$ cat config.mk
export PLATFORM = sky130hd
export DESIGN_NAME = uart_transceiver
export DESIGN_NICKNAME = d
export VERILOG_FILES = /design/src/rtl/uart_pkg.sv /design/src/rtl/uart_baud_gen.sv /design/src/rtl/uart_transceiver.sv
export SDC_FILE = /design/constraint.sdc
export NUM_CORES = 1
export LEC_CHECK = 0
export CORE_ASPECT_RATIO = 0.75
export CORE_MARGIN = 8
export CORE_UTILIZATION = 50
export DETAILED_ROUTE_END_ITERATION = 8
export PLACE_DENSITY = 0.67
export SETUP_SLACK_MARGIN = 0.3
export SYNTH_ARGS = -nofsm -noshare
export SYNTH_HDL_FRONTEND = slang
export SYNTH_SLANG_ARGS = --single-unit
$ cat constraint.sdc
create_clock -name i_clock -period 2.25 [get_ports i_clock]
set_input_delay 0.45 -clock i_clock [delete_from_list [all_inputs] [get_ports i_clock]]
set_output_delay 0.45 -clock i_clock [all_outputs]
set_load 0.01 [all_outputs]
$ cat src/rtl/uart_pkg.sv
// Shared definitions for the UART transceiver: parity modes, FSM encodings
// and the parity helper used by both the transmitter and the receiver.
package uart_pkg;

  localparam int PAR_NONE = 0;
  localparam int PAR_EVEN = 1;
  localparam int PAR_ODD  = 2;

  typedef enum logic [2:0] {
    TX_IDLE,
    TX_START,
    TX_DATA,
    TX_PAR,
    TX_STOP
  } tx_state_t;

  typedef enum logic [2:0] {
    RX_IDLE,
    RX_START,
    RX_DATA,
    RX_PAR,
    RX_STOP
  } rx_state_t;

  // Odd parity is the inverse of the data XOR; even parity is the XOR itself.
  function automatic logic parity_bit(input logic xor_val, input int mode);
    return (mode == PAR_ODD) ? ~xor_val : xor_val;
  endfunction

endpackage

$ cat src/rtl/uart_baud_gen.sv
// Oversample tick generator: counts 0..DIV-1 and emits a registered
// one-cycle tick on the wrap, so the first tick lands DIV cycles after reset.
module uart_baud_gen #(
  parameter int SIZ = 8,
  parameter int DIV = 163
) (
  input  logic i_clock,
  input  logic i_reset,
  output logic o_tick
);

  logic [SIZ-1:0] r_count;
  logic           r_tick;

  always_ff @(posedge i_clock or negedge i_reset) begin
    if (!i_reset) begin
      r_count <= '0;
      r_tick  <= 1'b0;
    end else if (r_count == SIZ'(DIV - 1)) begin
      r_count <= '0;
      r_tick  <= 1'b1;
    end else begin
      r_count <= r_count + SIZ'(1);
      r_tick  <= 1'b0;
    end
  end

  assign o_tick = r_tick;

endmodule

$ cat src/rtl/uart_transceiver.sv
// Full-duplex UART with 16x oversampling, optional parity and configurable
// stop length; TX and RX FSMs share one baud tick generator.
//
// state    | meaning
// IDLE     | TX: line high, waiting for start / RX: waiting for a low line
// START    | start bit (RX checks mid-bit at tick 7 to reject glitches)
// DATA     | DBIT data bits, LSB first, 16 ticks each
// PAR      | parity bit (skipped when PARITY = PAR_NONE)
// STOP     | stop bit, SB_TICK ticks; done pulse on exit
module uart_transceiver
  import uart_pkg::*;
#(
  parameter int DBIT    = 8,
  parameter int SB_TICK = 16,
  parameter int DIV     = 163,
  parameter int SIZ     = 8,
  parameter int PARITY  = 0
) (
  input  logic            i_clock,
  input  logic            i_reset,
  input  logic            i_tx_start,
  input  logic [DBIT-1:0] i_tx_data,
  output logic            o_tx,
  output logic            o_tx_busy,
  output logic            o_tx_done_tick,
  input  logic            i_rx,
  output logic [DBIT-1:0] o_rx_data,
  output logic            o_rx_done_tick,
  output logic            o_parity_err,
  output logic            o_frame_err
);

  localparam logic [5:0] TICK_MID  = 6'd7;
  localparam logic [5:0] TICK_END  = 6'd15;
  localparam logic [5:0] TICK_STOP = 6'(SB_TICK - 1);
  localparam logic [3:0] LAST_BIT  = 4'(DBIT - 1);

  logic w_tick;

  uart_baud_gen #(.SIZ(SIZ), .DIV(DIV)) u_baud_gen (
    .i_clock (i_clock),
    .i_reset (i_reset),
    .o_tick  (w_tick)
  );

  tx_state_t       r_tx_state, w_tx_state_nx;
  logic [5:0]      r_tx_n, w_tx_n_nx;
  logic [3:0]      r_tx_b, w_tx_b_nx;
  logic [DBIT-1:0] r_tx_shift, w_tx_shift_nx;
  logic            r_tx_par, w_tx_par_nx;
  logic            r_tx, w_tx_nx;
  logic            r_tx_done, w_tx_done_nx;

  always_ff @(posedge i_clock or negedge i_reset) begin
    if (!i_reset) begin
      r_tx_state <= TX_IDLE;
      r_tx_n     <= '0;
      r_tx_b     <= '0;
      r_tx_shift <= '0;
      r_tx_par   <= 1'b0;
      r_tx       <= 1'b1;
      r_tx_done  <= 1'b0;
    end else begin
      r_tx_state <= w_tx_state_nx;
      r_tx_n     <= w_tx_n_nx;
      r_tx_b     <= w_tx_b_nx;
      r_tx_shift <= w_tx_shift_nx;
      r_tx_par   <= w_tx_par_nx;
      r_tx       <= w_tx_nx;
      r_tx_done  <= w_tx_done_nx;
    end
  end

  // Line level is computed one step ahead so o_tx comes straight from a flop.
  always_comb begin
    w_tx_state_nx = r_tx_state;
    w_tx_n_nx     = r_tx_n;
    w_tx_b_nx     = r_tx_b;
    w_tx_shift_nx = r_tx_shift;
    w_tx_par_nx   = r_tx_par;
    w_tx_nx       = r_tx;
    w_tx_done_nx  = 1'b0;
    case (r_tx_state)
      TX_IDLE: begin
        w_tx_nx = 1'b1;
        if (i_tx_start) begin
          w_tx_state_nx = TX_START;
          w_tx_n_nx     = '0;
          w_tx_shift_nx = i_tx_data;
          w_tx_par_nx   = parity_bit(^i_tx_data, PARITY);
          w_tx_nx       = 1'b0;
        end
      end
      TX_START: begin
        if (w_tick) begin
          if (r_tx_n == TICK_END) begin
            w_tx_state_nx = TX_DATA;
            w_tx_n_nx     = '0;
            w_tx_b_nx     = '0;
            w_tx_nx       = r_tx_shift[0];
          end else begin
            w_tx_n_nx = r_tx_n + 6'd1;
          end
        end
      end
      TX_DATA: begin
        if (w_tick) begin
          if (r_tx_n == TICK_END) begin
            w_tx_n_nx     = '0;
            w_tx_shift_nx = {1'b0, r_tx_shift[DBIT-1:1]};
            if (r_tx_b == LAST_BIT) begin
              if (PARITY != PAR_NONE) begin
                w_tx_state_nx = TX_PAR;
                w_tx_nx       = r_tx_par;
              end else begin
                w_tx_state_nx = TX_STOP;
                w_tx_nx       = 1'b1;
              end
            end else begin
              w_tx_b_nx = r_tx_b + 4'd1;
              w_tx_nx   = r_tx_shift[1];
            end
          end else begin
            w_tx_n_nx = r_tx_n + 6'd1;
          end
        end
      end
      TX_PAR: begin
        if (w_tick) begin
          if (r_tx_n == TICK_END) begin
            w_tx_state_nx = TX_STOP;
            w_tx_n_nx     = '0;
            w_tx_nx       = 1'b1;
          end else begin
            w_tx_n_nx = r_tx_n + 6'd1;
          end
        end
      end
      TX_STOP: begin
        if (w_tick) begin
          if (r_tx_n == TICK_STOP) begin
            w_tx_state_nx = TX_IDLE;
            w_tx_done_nx  = 1'b1;
            w_tx_nx       = 1'b1;
          end else begin
            w_tx_n_nx = r_tx_n + 6'd1;
          end
        end
      end
      default: w_tx_state_nx = TX_IDLE;
    endcase
  end

  assign o_tx           = r_tx;
  assign o_tx_busy      = (r_tx_state != TX_IDLE);
  assign o_tx_done_tick = r_tx_done;

  logic            r_rx_sync1, r_rx_sync2;
  rx_state_t       r_rx_state, w_rx_state_nx;
  logic [5:0]      r_rx_n, w_rx_n_nx;
  logic [3:0]      r_rx_b, w_rx_b_nx;
  logic [DBIT-1:0] r_rx_shift, w_rx_shift_nx;
  logic            r_rx_par, w_rx_par_nx;
  logic [DBIT-1:0] r_rx_data, w_rx_data_nx;
  logic            r_perr, w_perr_nx;
  logic            r_ferr, w_ferr_nx;
  logic            r_rx_done, w_rx_done_nx;

  always_ff @(posedge i_clock or negedge i_reset) begin
    if (!i_reset) begin
      r_rx_sync1 <= 1'b1;
      r_rx_sync2 <= 1'b1;
      r_rx_state <= RX_IDLE;
      r_rx_n     <= '0;
      r_rx_b     <= '0;
      r_rx_shift <= '0;
      r_rx_par   <= 1'b0;
      r_rx_data  <= '0;
      r_perr     <= 1'b0;
      r_ferr     <= 1'b0;
      r_rx_done  <= 1'b0;
    end else begin
      r_rx_sync1 <= i_rx;
      r_rx_sync2 <= r_rx_sync1;
      r_rx_state <= w_rx_state_nx;
      r_rx_n     <= w_rx_n_nx;
      r_rx_b     <= w_rx_b_nx;
      r_rx_shift <= w_rx_shift_nx;
      r_rx_par   <= w_rx_par_nx;
      r_rx_data  <= w_rx_data_nx;
      r_perr     <= w_perr_nx;
      r_ferr     <= w_ferr_nx;
      r_rx_done  <= w_rx_done_nx;
    end
  end

  // Sampling counts restart at mid start bit, so tick 15 lands mid-bit after.
  always_comb begin
    w_rx_state_nx = r_rx_state;
    w_rx_n_nx     = r_rx_n;
    w_rx_b_nx     = r_rx_b;
    w_rx_shift_nx = r_rx_shift;
    w_rx_par_nx   = r_rx_par;
    w_rx_data_nx  = r_rx_data;
    w_perr_nx     = r_perr;
    w_ferr_nx     = r_ferr;
    w_rx_done_nx  = 1'b0;
    case (r_rx_state)
      RX_IDLE: begin
        if (!r_rx_sync2) begin
          w_rx_state_nx = RX_START;
          w_rx_n_nx     = '0;
        end
      end
      RX_START: begin
        if (w_tick) begin
          if (r_rx_n == TICK_MID) begin
            w_rx_n_nx     = '0;
            w_rx_b_nx     = '0;
            w_rx_state_nx = r_rx_sync2 ? RX_IDLE : RX_DATA;
          end else begin
            w_rx_n_nx = r_rx_n + 6'd1;
          end
        end
      end
      RX_DATA: begin
        if (w_tick) begin
          if (r_rx_n == TICK_END) begin
            w_rx_n_nx     = '0;
            w_rx_shift_nx = {r_rx_sync2, r_rx_shift[DBIT-1:1]};
            if (r_rx_b == LAST_BIT) begin
              w_rx_state_nx = (PARITY != PAR_NONE) ? RX_PAR : RX_STOP;
            end else begin
              w_rx_b_nx = r_rx_b + 4'd1;
            end
          end else begin
            w_rx_n_nx = r_rx_n + 6'd1;
          end
        end
      end
      RX_PAR: begin
        if (w_tick) begin
          if (r_rx_n == TICK_END) begin
            w_rx_n_nx     = '0;
            w_rx_par_nx   = r_rx_sync2;
            w_rx_state_nx = RX_STOP;
          end else begin
            w_rx_n_nx = r_rx_n + 6'd1;
          end
        end
      end
      RX_STOP: begin
        if (w_tick) begin
          if (r_rx_n == TICK_STOP) begin
            w_rx_state_nx = RX_IDLE;
            w_rx_done_nx  = 1'b1;
            w_rx_data_nx  = r_rx_shift;
            w_ferr_nx     = ~r_rx_sync2;
            w_perr_nx     = (PARITY != PAR_NONE) &&
                            (r_rx_par != parity_bit(^r_rx_shift, PARITY));
          end else begin
            w_rx_n_nx = r_rx_n + 6'd1;
          end
        end
      end
      default: w_rx_state_nx = RX_IDLE;
    endcase
  end

  assign o_rx_data      = r_rx_data;
  assign o_rx_done_tick = r_rx_done;
  assign o_parity_err   = r_perr;
  assign o_frame_err    = r_ferr;

endmodule
==> impl_metrics.env, run 1 <==
export IMPL_pwr_share_clk=0.442
export IMPL_synth_edff_count=0
export IMPL_die_area_um2=9610
export IMPL_seq_area_frac_synth=0.486
export IMPL_cts_tree="built"
export IMPL_worstSetupPathType="reg -> out"
export IMPL_fmaxAchievable_mhz=533
export IMPL_num_io_pins=26
export IMPL_multi_input_area_um2=1590
export IMPL_postSynthCellCount=304
export IMPL_status="finished, final reports clean"
export IMPL_max_clock_path_buffers=2
export IMPL_place_congestion=0.856
export IMPL_netSwitchingPower_uw=461
export IMPL_area_growth_pct=16.5
export IMPL_fin_hold_ws_ns=0.113
export IMPL_die_y_um=86.9
export IMPL_synth_ff_type="dfrtp_1"
export IMPL_fin_crit_ns=1.88
export IMPL_rsz0062_at_grt="true"
export IMPL_fin_setup_tns_ns=0
export IMPL_final_max_slew_viol_count=0
export IMPL_grt_pass1_wl_um=10900
export IMPL_instances_no_fill=423
export IMPL_holdBufCountCts=0
export IMPL_grt_pass1_vias=2231
export IMPL_start_util=0.505
export IMPL_crit_buf_inv=1
export IMPL_internal_power_uw=1770
export IMPL_drt_vias_per_instance=5.65
export IMPL_cts_sinks=65
export IMPL_async_reset_ff_frac=1.00
export IMPL_stdcell_area_um2=3910
export IMPL_fillCellCount=585
export IMPL_regArea_um2=1630
export IMPL_pwr_share_comb=0.029
export IMPL_cp_end_kind="output pin"
export IMPL_dp_cells=408
export IMPL_root_buffer="clkbuf_8"
export IMPL_dr_pass1_iters=4
export IMPL_slowest_delay_ns=0.55
export IMPL_ant_nets=0
export IMPL_syn_avg_cell_area_um2=11.0
export IMPL_fin_crit_sh=0.834
export IMPL_worstPathRequired_ns=1.80
export IMPL_p_per_area_nw_per_um2=572
export IMPL_grt_antenna_before_repair=0
export IMPL_wl_um=6350
export IMPL_synth_distinct_cells=69
export IMPL_p_leak_uw=0.00178
export IMPL_switching_share=0.206
export IMPL_placed_area_um2=3700
export IMPL_fin_worst_skew_ns=0.00308
export IMPL_insertion_delay_ns=0.34
export IMPL_htree_levels=3
export IMPL_hold_viol=0
export IMPL_worst_hold_path_type="in -> async"
export IMPL_clk_pin_slew_ns=0.07
export IMPL_yosysWarnings=0
export IMPL_io_buffer_count=24
export IMPL_syn_num_nets=322
export IMPL_antennaDiodeCount=0
export IMPL_critPathLaunchType="flip-flop"
export IMPL_fin_total_pwr_uw=2230
export IMPL_grt_overflow_total=0
export IMPL_grt_start_max_net_pins=66
export IMPL_cp_top_family="buffers and inverters"
export IMPL_nets=353
export IMPL_syn_cell_area_um2=3350
export IMPL_routedWlPerCell_um=15.0
export IMPL_cp_max_fo=3
export IMPL_vdd_ir_drop_max_mv=0.301
export IMPL_core_um2=6640
export IMPL_drc=0
export IMPL_drt_iter0_drc=119
export IMPL_vias=2389
export IMPL_die_w_um=111
export IMPL_cp_slowest_cell="clkdlybuf4s50_1"
export IMPL_crit_chain="clkdlybuf4s50_1"
export IMPL_cts_buffers=9
export IMPL_arrival_ns=1.43
export IMPL_setup_violations=0
export IMPL_ys_seq_elements=65
export IMPL_cap_violations=0
export IMPL_core_rowCount=26
export IMPL_pwr_share_seq=0.529
export IMPL_layout_drive_gt1_share=0.215
export IMPL_grt_use_total=0.140
export IMPL_hpwl_um=4370
[final cells by class]
type | count | area share
Clock inverter | 3 | 0.0103
Tap cell | 84 | 0.0269
Clock buffer | 12 | 0.0397
Sequential cell | 65 | 0.417
Timing Repair Buffer | 35 | 0.0843
Inverter | 15 | 0.0144
Multi-Input combinational cell | 209 | 0.407
[repair_timing]
| action | CTS | global route |
|---|---|---|
| gates cloned | 0 | 0 |
| resized for setup | 3 | 3 |
| setup buffers | 0 | 0 |
| endpoints found under the hold margin | 0 | 0 |
| endpoints found under the setup margin | 9 | 20 |
[worst register-to-register path, cell delays in order (launching register included)]
cell      delay [ns]
dfrtp_1         0.38
ha_2            0.24
and4bb_2        0.30
nand3_1         0.13
or2_4           0.36
mux2_4          0.32
[cells in the mapped netlist (2+ instances only)]
library cell | n | area share
nand2b_1 | 3 | 0.0056
o2bb2ai_1 | 3 | 0.0078
and3_1 | 5 | 0.0093
o22ai_1 | 7 | 0.013
a22o_1 | 2 | 0.0052
nand3b_1 | 3 | 0.0067
and2_1 | 2 | 0.0037
xnor2_1 | 5 | 0.013
clkbuf_1 | 5 | 0.0056
a31oi_1 | 2 | 0.0037
ha_1 | 6 | 0.022
nand2_1 | 17 | 0.019
nor2b_1 | 5 | 0.0093
dfstp_2 | 3 | 0.024
nand4_1 | 3 | 0.0056
buf_6 | 2 | 0.0067
o31ai_1 | 3 | 0.0067
or3_1 | 3 | 0.0056
nor3b_1 | 6 | 0.013
a221o_1 | 3 | 0.0090
dfrtp_1 | 62 | 0.46
mux2_4 | 8 | 0.036
mux2i_1 | 4 | 0.012
inv_1 | 15 | 0.017
a21oi_1 | 7 | 0.010
nor3_1 | 3 | 0.0045
buf_2 | 5 | 0.0075
o21ai_0 | 14 | 0.021
nor2_1 | 15 | 0.017
o211ai_1 | 7 | 0.016
a21o_1 | 3 | 0.0067
xor2_1 | 2 | 0.0052
mux2_2 | 24 | 0.081
o221ai_1 | 3 | 0.0078
nand3_1 | 10 | 0.015
[final timing paths]
check	slack (ns)	startpoint	cells after the start	to
worst min register to register	0.36	r_rx_sync1	0	r_rx_sync2
min in group i_clock	0.36	r_rx_sync1	0	r_rx_sync2
worst max register to register	0.41	r_rx_n[0]	5	r_rx_shift[7]
worst min-delay path	0.11	i_reset	2	r_rx_shift[7]
max in group asynchronous	1.82	i_reset	2	o_tx
worst max-delay path	0.37	o_tx	1	o_tx
[layer usage]
metal / vias to the layer above / global-route usage / share of wire
li1: 1179 / - / -
met1: 1152 / 0.188 / 0.51
met4: 0 / 0.0697 / 0.020
met2: 45 / 0.197 / 0.42
met3: 13 / 0.0434 / 0.050
met5: - / 0 / 0
[registers in the layout, summed over array words and instances (netlist names), 3 cells and up]
signal / count
o_rx_data: 8
r_rx_b: 4
r_rx_n: 6
r_rx_shift: 8
r_rx_state: 3
r_tx_b: 4
r_tx_n: 6
r_tx_shift: 8
r_tx_state: 3
u_baud_gen.r_count: 8
[placed cells by master, fill, tap and decap left out, types with 4 or more instances in the layout]
cell type	n
a21oi_1	7
nand3_1	10
nor2_1	15
nand2_1	17
o21ai_0	14
clkbuf_8	11
o22ai_1	7
o211ai_1	7
mux2_2	24
buf_4	10
clkdlybuf4s50_1	22
dfrtp_1	62
inv_1	15
mux2i_1	4
nor3b_1	6
and3_1	4
xnor2_1	5
mux2_4	8
nor2b_1	5
ha_1	5
[kinds of logic after synthesis]
group           Yosys count  share of synthesized area
xor+xnor                  7                     0.0183
fa+ha+maj                 6                     0.0224
flops                    65                      0.486
buf+inv                  30                     0.0414
other cells               1                    0.00112
mux                      36                      0.128
compound gates           68                      0.145
simple gates             91                      0.157
[through the flow]
stage                     setup slack (ns)   util
final                                0.373  0.588
after detailed placement             0.172  0.558
after CTS                            0.346  0.588
after floorplan                      0.429      -
after global routing                 0.278  0.588
after global placement               0.177  0.558
[power groups by stage]
stage               Clock [µW]  Sequential, µW  Combinational, µW
detailed placement           0            1200               66.2
global placement             0            1200               65.8
global route              1060            1180               72.5
floorplan                    0            1200               17.2
finish                     987            1180               63.9
CTS                       1030            1180               66.4
Power figures use the tool's default switching activity.
==> run 2, diff against run 1 <==
clock period = 1.91 ns   (was 2.25 ns; I/O delays follow)
==> run 2 against run 1 <==
  * Routed wire length is 13% higher
  * Power is 10% higher
  * Critical path depth is 5 higher
  * Die area stayed put
  * Final cell count is 7.1% higher
  * Via count is 6.2% higher
  * First-iteration DRC count is 24% higher
  * Flip-flop and latch count stayed put
  * Combinational power is 35% higher
  * Clock skew is 0.0049 ns higher
  * Critical path type is now reg -> reg
  * Largest cell class is now multi-input combinational cells
  * Highest routed layer unchanged
==> impl_metrics.env, run 2 (synthesis results as in run 1) <==
export IMPL_cp_slowest_cell="dfrtp_1"
export IMPL_grt_overflow_total=0
export IMPL_setup_violations=0
export IMPL_clk_pin_slew_ns=0.07
export IMPL_grt_start_max_net_pins=32
export IMPL_start_util=0.505
export IMPL_arrival_ns=2.11
export IMPL_crit_buf_inv=1
export IMPL_cts_sinks=65
export IMPL_stdcell_area_um2=4400
export IMPL_worst_hold_path_type="reg -> reg"
export IMPL_placed_area_um2=3860
export IMPL_die_y_um=86.9
export IMPL_insertion_delay_ns=0.33
export IMPL_routedWlPerCell_um=15.8
export IMPL_place_congestion=0.864
export IMPL_p_per_area_nw_per_um2=560
export IMPL_dr_pass1_iters=4
export IMPL_fin_hold_ws_ns=0.354
export IMPL_pwr_share_comb=0.035
export IMPL_p_leak_uw=0.00211
export IMPL_drc=0
export IMPL_core_rowCount=26
export IMPL_critPathLaunchType="flip-flop"
export IMPL_crit_chain="ha_2 -> and4bb_2 -> buf_6 -> a211o_1 -> a22oi_2 -> a221o_1"
export IMPL_num_io_pins=26
export IMPL_vias=2537
export IMPL_grt_pass1_wl_um=11900
export IMPL_netSwitchingPower_uw=535
export IMPL_area_growth_pct=31.1
export IMPL_cts_buffers=9
export IMPL_nets=383
export IMPL_htree_levels=3
export IMPL_internal_power_uw=1930
export IMPL_cap_violations=0
export IMPL_antennaDiodeCount=0
export IMPL_io_buffer_count=24
export IMPL_hold_viol=0
export IMPL_r2r_slack_ns=0.07
export IMPL_die_w_um=111
export IMPL_fin_crit_ns=1.84
export IMPL_die_area_um2=9610
export IMPL_worstSetupPathType="reg -> reg"
export IMPL_root_buffer="clkbuf_8"
export IMPL_max_clock_path_buffers=2
export IMPL_cp_top_family="compound AO/OA/AOI/OAI gates"
export IMPL_worstPathRequired_ns=2.18
export IMPL_pwr_share_seq=0.566
export IMPL_fillCellCount=516
export IMPL_core_um2=6640
export IMPL_hpwl_um=4910
export IMPL_vdd_ir_drop_max_mv=0.396
export IMPL_pwr_share_clk=0.399
export IMPL_rsz0062_at_grt="true"
export IMPL_grt_pass1_vias=2452
export IMPL_drt_iter0_drc=148
export IMPL_holdPathEnd="r_rx_sync2"
export IMPL_fmaxAchievable_mhz=542
export IMPL_grt_use_total=0.150
export IMPL_fin_worst_skew_ns=0.00794
export IMPL_fin_total_pwr_uw=2460
export IMPL_status="finished, final reports clean"
export IMPL_ant_nets=0
export IMPL_rr_startpoint="r_rx_n[0]"
export IMPL_cp_max_fo=5
export IMPL_wl_um=7150
export IMPL_final_cell_mix="59 x dfrtp_1, 31 x buf_4, 17 x nand2_1, 17 x mux2_2"
export IMPL_slowest_delay_ns=0.39
export IMPL_hold_path_startpoint="r_rx_sync1"
export IMPL_cts_tree="built"
export IMPL_fin_crit_sh=0.966
export IMPL_layout_drive_gt1_share=0.360
export IMPL_drt_vias_per_instance=5.60
export IMPL_fin_util=0.662
export IMPL_hold_depth=0
export IMPL_grt_antenna_before_repair=0
export IMPL_reg2reg_to="r_rx_n[4]"
export IMPL_switching_share=0.217
export IMPL_final_max_slew_viol_count=0
export IMPL_layout_commonest_cell="dfrtp_1"
export IMPL_cp_end_kind="flip-flop"
export IMPL_reg2reg_depth=6
-- run 2: cell count changes in the layout (fill, tap and decap cells not counted), moves of 5 or more --
cell	change
buf_6	+7
mux2_4	+7
dlygate4sd2_1	+7
o21ai_0	-5
dlymetal6s2s_1	+5
mux2_2	-7
buf_4	+21
clkdlybuf4s50_1	-13
-- run 2: how the worst max path moves through the flow --
stage,cells past startpoint,endpoint,from,slack [ns]
2_1_floorplan,6,r_tx_shift[0],r_tx_n[1],0.11
3_5_place_dp,5,r_tx_n[3],i_tx_start,-0.21
6_report,6,r_rx_n[4],r_rx_n[0],0.07
3_3_place_gp,5,r_tx_n[3],i_tx_start,-0.18
5_1_grt,6,r_rx_n[4],r_rx_n[0],0.005
4_1_cts,6,r_rx_n[4],r_rx_n[0],0.07
-- run 2: per-stage QoR --
stage	setup slack, ns	cells	setup TNS, ns
3_3_place_gp	-0.180	417	-1.32
5_1_grt	0.00471	453	0
2_1_floorplan	0.113	304	0
6_report	0.0659	453	0
4_1_cts	0.0748	444	0
3_5_place_dp	-0.208	417	-1.63
-- run 2: power by group through the flow --
stage,combinational [µW],clock (µW),sequential (µW)
after floorplan,26.4,0,1420
after global placement,84.9,0,1420
after detailed placement,87.2,0,1420
after CTS,89.6,1010,1390
after global routing,97.7,1070,1390
final,86.2,984,1390
-- run 2: timing repair --
item / 4_1_cts / 5_1_grt
setup buffers: 11 / 8
hold endpoints to repair: 10 / 0
pin swaps: 9 / 11
cloned: 0 / 1
hold buffers: 1 / 0
gates resized for setup: 22 / 47
endpoints found under the setup margin: 56 / 55
-- run 2: final cells by class --
| type | instances | area [µm²] | share of cell area |
|---|---|---|---|
| Multi-Input combinational cell | 209 | 1840 | 0.419 |
| Sequential cell | 65 | 1630 | 0.372 |
| Timing Repair Buffer | 65 | 594 | 0.135 |
| Clock buffer | 12 | 145 | 0.0330 |
| Tap cell | 84 | 105 | 0.0239 |
| Inverter | 15 | 56.3 | 0.0128 |
| Clock inverter | 3 | 17.5 | 0.00399 |
-- run 2: layer usage --
metal,track usage,vias up,share of wire
li1,-,1241,-
met1,0.207,1245,0.50
met2,0.222,44,0.45
met3,0.0399,7,0.041
met4,0.0513,0,0.010
met5,0,-,0
